--- src/rtl/shift_right_seq.sv ---
// Multi-pass lane shifter: runs a 10-lane x 5-bit word through one shift_right
// instance, up to 4 lanes per cycle, to reach any shift from 0 to 10 lanes.

module shift_right #(
    parameter int LANES    = 10,
    parameter int LANE_W   = 5,
    parameter int MAX_STEP = 4
) (
    input  logic [LANES*LANE_W-1:0] in,
    input  logic [LANE_W-1:0]       fill,
    input  logic [2:0]              shift,
    output logic [LANES*LANE_W-1:0] out,
    output logic                    out_valid
);

    assign out_valid = (shift <= 3'(MAX_STEP));

    genvar gi, gj;
    generate
        for (gi = 0; gi < LANES; gi++) begin : g_lane
            logic [LANE_W-1:0] cand [MAX_STEP+1];
            logic [LANE_W-1:0] lane_res;

            // cand[s] is what this lane becomes for a shift of s lanes
            for (gj = 0; gj <= MAX_STEP; gj++) begin : g_cand
                if (gi + gj < LANES) begin : g_src
                    assign cand[gj] = in[(gi+gj)*LANE_W +: LANE_W];
                end else begin : g_fill
                    assign cand[gj] = fill;
                end
            end

            always_comb begin
                lane_res = fill;
                if (shift <= 3'(MAX_STEP)) begin
                    lane_res = cand[shift];
                end
            end

            assign out[gi*LANE_W +: LANE_W] = lane_res;
        end
    endgenerate

endmodule

module shift_right_seq (
    input  logic        clk,
    input  logic        rst_n,
    input  logic        in_valid,
    output logic        in_ready,
    input  logic [49:0] in_data,
    input  logic [3:0]  in_amount,
    input  logic [4:0]  in_fill,
    output logic        out_valid,
    input  logic        out_ready,
    output logic [49:0] out_data,
    output logic        out_sat,
    output logic [2:0]  out_passes,
    output logic        busy
);

    localparam int LANES    = 10;
    localparam int LANE_W   = 5;
    localparam int MAX_STEP = 4;

    typedef enum logic [1:0] {
        IDLE  = 2'd0,
        SHIFT = 2'd1,
        DONE  = 2'd2
    } state_t;

    state_t                    state_q, state_d;
    logic [LANES*LANE_W-1:0]   data_q, data_d;
    logic [LANE_W-1:0]         fill_q, fill_d;
    logic [3:0]                rem_q, rem_d;
    logic [2:0]                passes_q, passes_d;
    logic                      sat_q, sat_d;

    logic [3:0]                amt_clip;
    logic                      amt_over;
    logic [2:0]                step;
    logic [3:0]                rem_after;
    logic [LANES*LANE_W-1:0]   sh_out;
    logic                      sh_valid;
    logic                      load;

    assign amt_over  = (in_amount > 4'(LANES));
    assign amt_clip  = amt_over ? 4'(LANES) : in_amount;
    assign step      = (rem_q > 4'(MAX_STEP)) ? 3'(MAX_STEP) : rem_q[2:0];
    assign rem_after = rem_q - {1'b0, step};

    shift_right #(
        .LANES    (LANES),
        .LANE_W   (LANE_W),
        .MAX_STEP (MAX_STEP)
    ) u_shift (
        .in        (data_q),
        .fill      (fill_q),
        .shift     (step),
        .out       (sh_out),
        .out_valid (sh_valid)
    );

    // DONE hands off to the next request in the same cycle as the result handshake
    assign in_ready   = (state_q == IDLE) || ((state_q == DONE) && out_ready);
    assign out_valid  = (state_q == DONE);
    assign busy       = (state_q == SHIFT);
    assign out_data   = data_q;
    assign out_sat    = sat_q;
    assign out_passes = passes_q;

    always_comb begin
        state_d  = state_q;
        data_d   = data_q;
        fill_d   = fill_q;
        rem_d    = rem_q;
        passes_d = passes_q;
        sat_d    = sat_q;
        load     = 1'b0;

        case (state_q)
            IDLE: begin
                load = in_valid;
            end
            SHIFT: begin
                data_d   = sh_out;
                rem_d    = rem_after;
                passes_d = passes_q + 3'd1;
                if (rem_after == 4'd0) begin
                    state_d = DONE;
                end
            end
            DONE: begin
                if (out_ready) begin
                    if (in_valid) begin
                        load = 1'b1;
                    end else begin
                        state_d = IDLE;
                    end
                end
            end
            default: begin
                state_d = IDLE;
            end
        endcase

        if (load) begin
            data_d   = in_data;
            fill_d   = in_fill;
            rem_d    = amt_clip;
            sat_d    = amt_over;
            passes_d = 3'd0;
            state_d  = (amt_clip == 4'd0) ? DONE : SHIFT;
        end
    end

    always_ff @(posedge clk or negedge rst_n) begin
        if (!rst_n) begin
            state_q  <= IDLE;
            data_q   <= '0;
            fill_q   <= '0;
            rem_q    <= '0;
            passes_q <= '0;
            sat_q    <= 1'b0;
        end else begin
            state_q  <= state_d;
            data_q   <= data_d;
            fill_q   <= fill_d;
            rem_q    <= rem_d;
            passes_q <= passes_d;
            sat_q    <= sat_d;
        end
    end

    // Each pass must stay within the shifter's legal range
    a_pass_legal: assert property (@(posedge clk) disable iff (!rst_n)
        (state_q == SHIFT) |-> sh_valid);

endmodule

--- config.mk ---
export PLATFORM = sky130hd
export DESIGN_NAME = shift_right_seq
export DESIGN_NICKNAME = d
export VERILOG_FILES = /design/src/rtl/shift_right_seq.sv
export SDC_FILE = /design/constraint.sdc
export NUM_CORES = 1
export LEC_CHECK = 0
export CAP_MARGIN = 5
export CORE_ASPECT_RATIO = 0.9
export CORE_MARGIN = 3
export CORE_UTILIZATION = 35
export CTS_BUF_LIST = sky130_fd_sc_hd__clkbuf_8
export DETAILED_ROUTE_END_ITERATION = 8
export PLACE_DENSITY_LB_ADDON = 0.12
export SYNTH_ARGS = -nofsm -noshare
export SYNTH_HDL_FRONTEND = slang
export SYNTH_SLANG_ARGS = --single-unit
--- constraint.sdc ---
create_clock -name clk -period 5.4 [get_ports clk]
set_clock_uncertainty 0.05 [all_clocks]
set_input_delay 1.08 -clock clk [delete_from_list [all_inputs] [get_ports clk]]
set_output_delay 1.08 -clock clk [all_outputs]
set_load 0.03 [all_outputs]
==> flow_summary.toml <==
[route]
dr.pass1.iters = 5
drt_iter0_markers = 380
routed_wl_um = 16200
drtAntennaViolNets = 0
drc = 0
wire_per_inst_um = 20.4
route.vias.total = 4726
vias_per_cell = 5.97

[min_path]
hold-path-endpoint = "out_passes[0]"
hold_start = "out_passes[0]"
holdPathStages = 1
min_path_type = "flip-flop to flip-flop"

[finish]
diodes = 0
syn2layout_area_growth_pct = 30.3
drive_gt1_share_pct = 9.67
final_cell_mix = "clkdlybuf4s50_1 (118), nor2_1 (76), dfrtp_1 (64), nand2_1 (51), a21oi_1 (50)"
design_area_mm2 = 0.00594
final_common_cell = "clkdlybuf4s50_1"
final_nets = 691

[synth]
seq_area_frac_synth_pct = 35.7
synthFlopType = "dfrtp_1"
synth_edf_count = 0
synth.distinct_cells = 55
syn_nets = 604
syn-cell-area_mm2 = 0.00456
postSynthCellCount = 539
syn_area_per_cell_um2 = 8.46
synthArstFlopShare_pct = 100
synth-seq-cells = 65
ys_warn_count = 0

[clocking]
clk_latency_ps = 350
clk_pin_slew_ps = 70
cts_setup_buffers = 0
cts_buffer_depth = 2
htree_num_levels = 3
cts_root_buffer = "clkbuf_8"
cts_resized = 0
clkSinkCount = 65
hold_buffers = 0
cts_tree = "done"
cts_buffers = 9

[power_and_ir_drop]
power.density_mw_per_mm2 = 737
total_power_mw = 4.38
max-vdd-ir-drop_v = 0.000366
leakage_nw = 2.40

[floorplanning]
die_w_um = 126
num_io_pins = 120
dieArea_mm2 = 0.0144
die_height_um = 114
fp-row-count = 38
start_util_pct = 36.7
core_area_mm2 = 0.0124

[sta]
fmax_ghz = 0.280
hold_viol_final = 0
setup_tns_ps = 0
fin_crit_ps = 3570
worst_pin_slew_ps = 1150
finalCritPeriodShare_pct = 66.2
maxSlewViolCount = 0
setup-violations-final = 0
rsz0062_at_grt = "false"
slew_headroom_pct = 23.3

[placement]
dpl.hpwl_um = 10800
numPortBuffers = 119
routabilityCongestion = 0.910
placement.cell_area_mm2 = 0.00575

[critical_path]
cp.arrival_ps = 2440
r2r_slack_ps = 2780
ff2ff_path_depth = 5
crit_fanout = 3
end_kind = "output pin"
r2r-start = "rem_q[1]"
cp-start-kind = "input port"
rr_endpoint = "out_data[27]"
required_ps = 4270
worst-setup-path-type = "input port to output pin"

[job]
max_cap_viol_count = 0

[global_routing]
grt_pass1_vias = 4543
grt_start_max_net_pins = 53
grt.overflow.total = 0
grt_pass1_wl_um = 25400
antenna_found_initial = 0
grt.total_usage_pct = 22.2

[outcome]
status = "finished, final reports clean"
[logic make-up after synthesis]
group | after synthesis | synth area share (%)
fa+ha+maj | 2 | 0.549
simple gates | 158 | 15.2
buf+inv | 56 | 6.20
flops | 65 | 35.7
other cells | 1 | 0.0823
mux | 51 | 11.9
xor+xnor | 1 | 0.192
compound gates | 205 | 30.1
[cells in the mapped netlist (6+ instances only)]
library cell	count	area share, %
nor2_1	77	6.3
mux2i_1	24	5.3
clkbuf_1	25	2.1
o211ai_1	10	1.6
o21ai_1	15	1.6
nor3_1	6	0.66
o2111ai_1	8	1.5
a221oi_1	19	3.7
nand2_1	51	4.2
a211oi_1	13	2.1
buf_2	13	1.4
a22o_1	18	3.5
a221o_1	8	1.8
mux2_2	26	6.4
o21ai_0	36	4.0
dfrtp_1	65	36
o31ai_1	6	0.99
a21oi_1	50	5.5
[layout make-up]
cell class | instances | area [µm²]
Clock buffer | 10 | 138
Clock inverter | 6 | 51.3
Fill cell | 1188 | 6470
Inverter | 3 | 11.3
Multi-Input combinational cell | 418 | 2650
Sequential cell | 65 | 1630
Tap cell | 160 | 200
Timing Repair Buffer | 129 | 1260
[per-stage QoR]
stage / hold slack, ps / instances / utilization (%) / setup slack [ps]
after floorplan: 452 / 539 / - / 2660
after global placement: 445 / 775 / 46.4 / 1700
after detailed placement: 451 / 775 / 46.4 / 1600
after CTS: 467 / 791 / 47.9 / 1810
after global routing: 484 / 791 / 47.9 / 1710
final: 464 / 791 / 47.9 / 1830
[worst max-delay path, stage by stage]
cell and delay (ps):
clkdlybuf4s50_1 490, inv_1 60, a21oi_1 130, clkdlybuf4s50_1 680
[state kept, by name (all words and copies together) (netlist names)]
signal,count
out_sat,1
out_passes,3
out_data,50
fill_q,5
state_q,2
rem_q,4
[routing by layer]
layer / part of all wire, % / global-route usage [%] / vias up
met4: 2.1 / 7.22 / 0
met2: 48 / 34.7 / 190
met5: 0 / 0 / -
li1: - / - / 2178
met1: 44 / 30.1 / 2330
met3: 6.7 / 6.02 / 28
[how the worst max path moves through the flow]
stage               from      endpoint  slack, ps  cells past startpoint
4_1_cts        out_ready      in_ready       1810                      4
2_1_floorplan  out_ready      in_ready       2660                      2
5_1_grt         in_valid  out_data[11]       1710                      5
6_report       out_ready      in_ready       1830                      4
3_5_place_dp    in_valid    state_q[1]       1600                      5
3_3_place_gp    in_valid  out_data[29]       1700                      5
[power breakdown]
group / internal [mW] / total [mW] / leakage [nW] / switching (mW)
logic: 1.18 / 2.79 / 1.49 / 1.61
registers: 0.731 / 1.17 / 0.799 / 0.437
clock network: 0.220 / 0.420 / 0.110 / 0.200
total: 2.13 / 4.38 / 2.40 / 2.25
No activity file was read; power rests on OpenSTA's default activity.
